## config.mk

```make
export PLATFORM = sky130hd
export DESIGN_NAME = rf_ex_issue_register
export DESIGN_NICKNAME = d
export VERILOG_FILES = /design/src/rtl/pipe_pkg.sv /design/src/rtl/issue_mask_tracker.sv /design/src/rtl/rf_ex_issue_register.sv
export SDC_FILE = /design/constraint.sdc
export NUM_CORES = 1
export LEC_CHECK = 0
export BUFFER_PORTS_ARGS = -buffer_cell sky130_fd_sc_hd__clkbuf_2
export CORE_MARGIN = 3
export CORE_UTILIZATION = 30
export CTS_CLUSTER_SIZE = 25
export DETAILED_ROUTE_END_ITERATION = 6
export SYNTH_ARGS = -nofsm -noshare
export SYNTH_HDL_FRONTEND = slang
export SYNTH_SLANG_ARGS = --single-unit
```

## constraint.sdc

```tcl
create_clock -name clock -period 1.2 [get_ports clock]
set_input_delay 0.06 -clock clock [delete_from_list [all_inputs] [get_ports clock]]
set_output_delay 0.06 -clock clock [all_outputs]
set_load 0.005 [all_outputs]
```

## src/rtl/pipe_pkg.sv

```systemverilog
// Shared pipeline definitions for the 2-wide core: opcodes, slot record, issue-mask states.
// Latency: n/a (types and constants only).
// Backpressure: n/a.
package pipe_pkg;

  // Opcode constants
  localparam logic [3:0] OP_ADD = 4'b0000;
  localparam logic [3:0] OP_ADI = 4'b0001;
  localparam logic [3:0] OP_NDU = 4'b0010;
  localparam logic [3:0] OP_LHI = 4'b0011;
  localparam logic [3:0] OP_LW  = 4'b0100;
  localparam logic [3:0] OP_SW  = 4'b0101;
  localparam logic [3:0] OP_JAL = 4'b1000;
  localparam logic [3:0] OP_JLR = 4'b1001;

  // One decoded instruction slot. src fields are {used, reg[2:0]}.
  typedef struct packed {
    logic [3:0] opcode;
    logic [3:0] src1;
    logic [3:0] src2;
    logic [2:0] dest;
    logic       valid;
  } slot_t;

  // Issue-mask states, encoded as the {slot2, slot1} already-issued bits.
  localparam logic [1:0] FRESH   = 2'b00;
  localparam logic [1:0] S1_DONE = 2'b01;
  localparam logic [1:0] S2_DONE = 2'b10;
  localparam logic [1:0] BOTH    = 2'b11;

endpackage

```

## src/rtl/issue_mask_tracker.sv

```systemverilog
// Tracks which slot of the held ID/RF pair already issued, plus hold-length counter and sticky timeout.
// Latency: iss_o is combinational from the current mask; mask/counter/timeout update on the next edge.
// Backpressure: enable_i=0 holds the pair and accumulates issued bits; enable_i=1 or flush_i restarts FRESH.
// Ports: clk_i, rst_ni (async active-low), flush_i, enable_i, vn_i {slot2,slot1} issue permission,
//        slot_vld_i {slot2,slot1} ID/RF valids, iss_o qualified issue, mask_o issued bits, timeout_o sticky flag.
module issue_mask_tracker
  import pipe_pkg::*;
#(
  parameter int MAX_HOLD = 3
) (
  input  logic       clk_i,
  input  logic       rst_ni,
  input  logic       flush_i,
  input  logic       enable_i,
  input  logic [1:0] vn_i,
  input  logic [1:0] slot_vld_i,
  output logic [1:0] iss_o,
  output logic [1:0] mask_o,
  output logic       timeout_o
);

  localparam logic [2:0] MAX_HOLD_C = MAX_HOLD[2:0];

  logic [1:0] mask_q, mask_d;
  logic [2:0] hold_q, hold_d;
  logic       timeout_q, timeout_d;

  // A slot issues only if present, permitted, and not already sent from this held pair.
  assign iss_o = slot_vld_i & vn_i & ~mask_q;

  always_comb begin
    mask_d    = mask_q;
    hold_d    = hold_q;
    timeout_d = timeout_q;
    if (flush_i || enable_i) begin
      // Pair leaves ID/RF (or is killed): the next pair starts clean.
      mask_d = FRESH;
      hold_d = 3'd0;
    end else begin
      mask_d = mask_q | iss_o;
      if (hold_q != 3'd7) begin
        hold_d = hold_q + 3'd1;
      end
    end
    if (!enable_i && (hold_q == MAX_HOLD_C)) begin
      timeout_d = 1'b1;
    end
  end

  always_ff @(posedge clk_i or negedge rst_ni) begin
    if (!rst_ni) begin
      mask_q    <= FRESH;
      hold_q    <= 3'd0;
      timeout_q <= 1'b0;
    end else begin
      mask_q    <= mask_d;
      hold_q    <= hold_d;
      timeout_q <= timeout_d;
    end
  end

  assign mask_o    = mask_q;
  assign timeout_o = timeout_q;

endmodule

```

## src/rtl/rf_ex_issue_register.sv

```systemverilog
// RF/EX pipeline register of the 2-wide core with per-slot issue masking and branch flush.
// Latency: 1 cycle ID/RF -> RF/EX; id_rf_hold is combinational.
// Backpressure: enable=0 holds the pair in ID/RF; slots already issued from it are not reissued.
// Ports: clock, reset (async active-low), flush, enable, valid_next1/2, ID/RF slot fields and PC in,
//        RF/EX registered copies out, id_rf_hold, issued_mask {slot2,slot1}, hold_timeout (sticky).
// Optional: define ISSUE_PERF_CNT_EN to add perf_stall_cycles, perf_split_issues, perf_flushes.
module rf_ex_issue_register
  import pipe_pkg::*;
#(
  parameter int PC_W     = 16,
  parameter int MAX_HOLD = 3
) (
  input  logic            clock,
  input  logic            reset,
  input  logic            flush,
  input  logic            enable,
  input  logic            valid_next1,
  input  logic            valid_next2,
  input  logic [3:0]      opcode1_ID_RF,
  input  logic [3:0]      opcode2_ID_RF,
  input  logic [3:0]      src1_1_ID_RF,
  input  logic [3:0]      src2_1_ID_RF,
  input  logic [3:0]      src1_2_ID_RF,
  input  logic [3:0]      src2_2_ID_RF,
  input  logic [2:0]      dest_1_ID_RF,
  input  logic [2:0]      dest_2_ID_RF,
  input  logic [PC_W-1:0] PC_OUT_ID_RF,
  input  logic            Valid1_out_ID_RF,
  input  logic            Valid2_out_ID_RF,
  output logic [3:0]      opcode1_RF_EX,
  output logic [3:0]      opcode2_RF_EX,
  output logic [3:0]      src1_1_RF_EX,
  output logic [3:0]      src2_1_RF_EX,
  output logic [3:0]      src1_2_RF_EX,
  output logic [3:0]      src2_2_RF_EX,
  output logic [2:0]      dest_1_RF_EX,
  output logic [2:0]      dest_2_RF_EX,
  output logic [PC_W-1:0] PC_OUT_RF_EX,
  output logic            Valid1_out_RF_EX,
  output logic            Valid2_out_RF_EX,
  output logic            id_rf_hold,
  output logic [1:0]      issued_mask,
  output logic            hold_timeout
`ifdef ISSUE_PERF_CNT_EN
  ,
  output logic [15:0]     perf_stall_cycles,
  output logic [15:0]     perf_split_issues,
  output logic [15:0]     perf_flushes
`endif
);

  logic [1:0]      iss;
  slot_t           s1_d, s2_d, s1_q, s2_q;
  logic [PC_W-1:0] pc_q;

  issue_mask_tracker #(
    .MAX_HOLD (MAX_HOLD)
  ) u_tracker (
    .clk_i      (clock),
    .rst_ni     (reset),
    .flush_i    (flush),
    .enable_i   (enable),
    .vn_i       ({valid_next2, valid_next1}),
    .slot_vld_i ({Valid2_out_ID_RF, Valid1_out_ID_RF}),
    .iss_o      (iss),
    .mask_o     (issued_mask),
    .timeout_o  (hold_timeout)
  );

  assign id_rf_hold = ~enable & ~flush;

  // Data fields copy every cycle, even while holding or flushing; only the
  // valids are qualified. The staller depends on PC_OUT_RF_EX tracking ID/RF.
  always_comb begin
    s1_d.opcode = opcode1_ID_RF;
    s1_d.src1   = src1_1_ID_RF;
    s1_d.src2   = src2_1_ID_RF;
    s1_d.dest   = dest_1_ID_RF;
    s1_d.valid  = iss[0] & ~flush;
    s2_d.opcode = opcode2_ID_RF;
    s2_d.src1   = src1_2_ID_RF;
    s2_d.src2   = src2_2_ID_RF;
    s2_d.dest   = dest_2_ID_RF;
    s2_d.valid  = iss[1] & ~flush;
  end

  always_ff @(posedge clock or negedge reset) begin
    if (!reset) begin
      s1_q <= '0;
      s2_q <= '0;
      pc_q <= '0;
    end else begin
      s1_q <= s1_d;
      s2_q <= s2_d;
      pc_q <= PC_OUT_ID_RF;
    end
  end

  assign opcode1_RF_EX    = s1_q.opcode;
  assign src1_1_RF_EX     = s1_q.src1;
  assign src2_1_RF_EX     = s1_q.src2;
  assign dest_1_RF_EX     = s1_q.dest;
  assign Valid1_out_RF_EX = s1_q.valid;
  assign opcode2_RF_EX    = s2_q.opcode;
  assign src1_2_RF_EX     = s2_q.src1;
  assign src2_2_RF_EX     = s2_q.src2;
  assign dest_2_RF_EX     = s2_q.dest;
  assign Valid2_out_RF_EX = s2_q.valid;
  assign PC_OUT_RF_EX     = pc_q;

`ifdef ISSUE_PERF_CNT_EN
  logic [15:0] stall_q, split_q, flushes_q;
  logic        split_ev;

  // Leaving FRESH with exactly one slot issued while the pair stays held.
  assign split_ev = ~flush & ~enable & (issued_mask == FRESH) &
                    ((iss == S1_DONE) || (iss == S2_DONE));

  always_ff @(posedge clock or negedge reset) begin
    if (!reset) begin
      stall_q   <= '0;
      split_q   <= '0;
      flushes_q <= '0;
    end else begin
      if (!enable && (stall_q != 16'hFFFF)) begin
        stall_q <= stall_q + 16'd1;
      end
      if (split_ev && (split_q != 16'hFFFF)) begin
        split_q <= split_q + 16'd1;
      end
      if (flush && (flushes_q != 16'hFFFF)) begin
        flushes_q <= flushes_q + 16'd1;
      end
    end
  end

  assign perf_stall_cycles = stall_q;
  assign perf_split_issues = split_q;
  assign perf_flushes      = flushes_q;
`endif

endmodule

```

# Yosys cells after proc, flatten, opt, wreduce, memory -nomap -nowiden
# Index checks and enable logic that the tools add are counted.
# word_totals
in_bits	54
word_cells	33
reg_bits	54
# classes
n_bitwise	9
muxes	3
n_reduce_logical	4
n_addsub	1
n_eq_ne	2
# op_table
op	count
two-way mux 3 bit	2
AND 2 bit	2
adder 3 x 1 -> 3 bit (second input constant)	1
AND 1 bit	3
equality test 3 x 2 -> 1 bit (second input constant)	1
inequality test 3 bit (second input constant)	1
two-way mux 2 bit	1
inverter 1 bit	2
inverter 2 bit	1
bitwise OR 2 bit	1
nonzero test 2 bit	1
logical AND 1 bit	1
logical NOT 1 bit	1
logical OR 1 bit	1

# Logic depth before layout (Yosys ltp)
# depth
word_depth	4
depth_mapped	4
mapped_depth_nobuf	4

# By module
# From an unflattened synthesis, not the netlist that was laid out.
# hier_totals
cells_unflattened	77
area_unflattened_um2	1500.2
# by_module_without_submodules
mod	cells_each	n_inst	seq_area_each_um2	area_per_inst_um2
rf_ex_issue_register	51	1	1201.2	1217.4
issue_mask_tracker	26	1	150.1	282.8

# Least setup slack after synthesis
# No wires, ideal clock.
# synth_path
kind	register to register
startpoint	reg u_tracker.hold_q[0]
endpoint	reg u_tracker.hold_q[2]
stages_incl_launch_ff	5
required_time_ns	1.113
path_buffers	0
setup_ns	0.087
setup_slack_ns	0.028
arrival_time_ns	1.085
cell_sequence	dfrtp_1 -> ha_1 -> ha_1 -> nor2b_1 -> a211oi_2
# synth_between
elab_chain_cells	3
word_cells_on_any_way	5
classes_between	add/sub (1); eq/ne (1); mux (2); reduce/logical (1)
# synth_lines
element	line	source
from (decl)	issue_mask_tracker.sv:25	logic [2:0] hold_q, hold_d;
from (signal assigned)	issue_mask_tracker.sv:57	hold_q <= hold_d;
adder 3 x 1 -> 3 bit	issue_mask_tracker.sv:42	hold_d = hold_q + 3'd1;
two-way mux 3 bit	issue_mask_tracker.sv:41	if (hold_q != 3'd7) begin
two-way mux 3 bit	issue_mask_tracker.sv:35	if (flush_i || enable_i) begin
# Parallel ways exist; a longest one is shown, timed or not. The select of a mux whose other input is x is not followed.
# A chain may end at the register's enable or synchronous reset.

# Worst setup path in the final report
# layout_path
startpoint	reg u_tracker.hold_q[1]
endpoint	reg u_tracker.hold_q[2]
# The elaborated chain is that of the path after synthesis.

==> results by group <==
Final layout
  • Share of layout cells above drive strength 1: 0.506
  • Finished Cell Area: 0.00280 mm2
  • Finished Layout Cells: 310
  • Diodes inserted: 0
  • P&R area growth vs syn: 86.0%
  • Final net count: 299

Synthesis
  • Synth area leaders: dfrtp_1 (90%), ha_1 (2.5%), nor2_1 (1.0%), a211oi_2 (0.83%), buf_6 (0.75%)
  • Synth top area share: 0.898
  • #FFs+latches synth: 54
  • Post-Syn Area: 0.00151 mm2
  • Syn nets: between 100 and 150
  • Ys flop type: dfrtp_1
  • Count of cell types in the netlist: 14
  • Mapped Avg Cell Area: 19.5 um2
  • Post-synth ARST share: 1.00
  • Count leader, synth: dfrtp_1
  • Synth warn: 0
  • Post-synth top cells: dfrtp_1 (54), nor2_1 (4), ha_1 (3), inv_1 (3)
  • Post-Syn Instances: 77
  • Largest area contributor in the netlist: dfrtp_1
  • Register area share after synthesis: 0.898
  • Post-synth EDFFs: 0

Floorplanning
  • Initial core utilization: 0.315
  • Boundary Pins: between 100 and 150
  • Core box area: ~0.0048 mm2
  • Die Area: 0.00590 mm2
  • Die H: 76.8 um
  • FP Rows: 25
  • Die Width: 76.8 um

Setup path
  • Worst EP required: 1.43 ns
  • Crit path launch type: register
  • Critical Path End Type: register
  • Max FO, Critical Path: 2
  • Kind of critical path: reg -> reg
  • CP arrival: between 1 and 1.5 ns

Global routing
  • Vias in the first global route: 1,367
  • Initial antenna violation count: 0
  • All-layer global routing usage: 0.142
  • Largest net degree at the start of global routing: 55
  • Final global-route overflow total: 0
  • First-pass GRT wire length: 6510 um

Timing
  • Final Skew: 0.0117 ns
  • Relative slew margins: 0.820
  • Fmax: 857 MHz
  • Max-slew violations: 0
  • Worst setup margin: 0.0328 ns
  • Final period util: 0.973
  • Fin crit period: 1.17 ns
  • RSZ-0062 raised after global routing: yes
  • Setup TNS: 0 ns
  • Final setup viols: 0
  • Slew of the pin with the lowest slew margin: ~0.27 ns
  • Final Hold Viols: 0

Place
  • Pre-CTS WS: -0.0196 ns
  • RD Place Congestion: 0.795
  • Inst Count DP: 250
  • Post-DP HPWL: 2310 um
  • Port Buffers: 105
  • Post-DP Area: 0.00213 mm2

Status
  • Outcome: complete, no violations

Drt
  • First drt pass iteration count: 2
  • Vias: around 1,200
  • Final ANT Viol Nets: 0
  • DRT Wirelength: ~3800 um
  • Avg WL per Cell: 12.2 um
  • 1st-iter DRT viols: 23
  • Via density: 3.88
  • DRC Markers: 0

Clock network
  • TritonCTS clock tree: done
  • TritonCTS Buffers: 5
  • Clk slew on worst S/H paths: 0.10 ns
  • Root Buffer: clkbuf_8
  • H-tree Lvls: 2
  • Worst skew pair latency: between 0.3 and 0.4 ns
  • CTS sink cnt: 54
  • Clk buf depth: 2
  • Post-CTS Setup Inserts: 0

Power
  • Leakage power: 1.44 nW
  • Worst VDD drop: 0.860 mV
  • PD cells: ~1200 mW/mm2

Min path
  • Hold WC Path Type: in -> reg

Job
  • Max cap viols: 0
[metal layers]
layer / share of wire / global-route usage / vias up
met1: 0.36 / 0.153 / 568
li1: - / - / 566
met2: 0.52 / 0.239 / 67
met4: 0.0045 / 0.0489 / 0
met5: 0 / 0 / -
met3: 0.12 / 0.0739 / 2
[through the flow]
step,power (mW),util,hold WS [ns]
2_1_floorplan,2.02,-,-0.236
3_3_place_gp,2.24,0.445,0.0824
3_5_place_dp,2.24,0.445,0.0790
4_1_cts,3.42,0.574,0.00716
5_1_grt,3.55,0.585,0.0290
6_report,3.36,0.585,0.0171
[registers in the layout, summed over array words and instances, names as in the netlist, 3 cells and up]
signal / flops
u_tracker.hold_q: 3
src1_1_RF_EX: 4
src2_2_RF_EX: 4
PC_OUT_RF_EX: 16
opcode1_RF_EX: 4
src2_1_RF_EX: 4
dest_1_RF_EX: 3
src1_2_RF_EX: 4
opcode2_RF_EX: 4
dest_2_RF_EX: 3
[area by class of cell]
class / count / area, um2
Fill cell: 400 / 1990
Clock inverter: 3 / 23.8
Sequential cell: 54 / 1350
Multi-Input combinational cell: 19 / 186
Tap cell: 67 / 83.8
Clock buffer: 5 / 68.8
Inverter: 3 / 11.3
Timing Repair Buffer: 159 / 1070
[cell families after synthesis]
| group | after synthesis | synth area share |
|---|---|---|
| DFF | 54 | 0.898 |
| and+or+nand+nor | 10 | 0.0299 |
| AOI/OAI and AO/OA | 4 | 0.0200 |
| buffers and inverters | 4 | 0.0150 |
| adders and majority gates | 3 | 0.0249 |
| xor gates and xnor gates | 1 | 0.00582 |
| muxes | 1 | 0.00665 |
[power breakdown]
group / switching [mW] / total [mW] / internal [mW]
Sequential: 0.0310 / 1.94 / 1.91
Combinational: 0.150 / 0.404 / 0.253
Clock: 0.595 / 1.01 / 0.418
[layout by cell type, fill, tap and decap left out]
cell / n
nand2_1: 2
buf_12: 1
clkbuf_2: 105
nor3_2: 2
a21oi_1: 2
buf_4: 1
inv_2: 1
dfrtp_1: 54
mux2i_1: 1
a211oi_2: 1
ha_4: 3
a21o_1: 1
nor2b_4: 1
or2_1: 1
clkinvlp_4: 2
inv_1: 2
clkbuf_8: 5
dlygate4sd3_1: 52
inv_6: 1
nor2_1: 4
xor2_1: 1
[worst paths after layout]
path,startpoint,endpoint,slack (ns),cells after the start
min reg2reg,u_tracker.mask_o[0],Valid1_out_RF_EX,0.45,1
min,enable,u_tracker.timeout_o,0.02,3
min in group asynchronous,reset,Valid1_out_RF_EX,0.28,3
max reg2reg,u_tracker.hold_q[1],u_tracker.hold_q[2],0.03,4
max,u_tracker.hold_q[1],u_tracker.hold_q[2],0.03,4
max in group asynchronous,reset,opcode2_RF_EX[3],0.68,3
[worst max-delay path: stages (launching register included)]
cell,delay [ns]
dfrtp_1,0.42
ha_4,0.19
ha_4,0.20
nor2b_4,0.12
a211oi_2,0.18
[what timing repair did]
item                       in CTS  in global routing
pin swaps                       0                  2
hold endpoints to repair      102                  0
hold buffers                   52                  0
gates resized for setup         1                  9
setup endpoints to repair       2                  5
No activity file was read; power rests on OpenSTA's default activity.
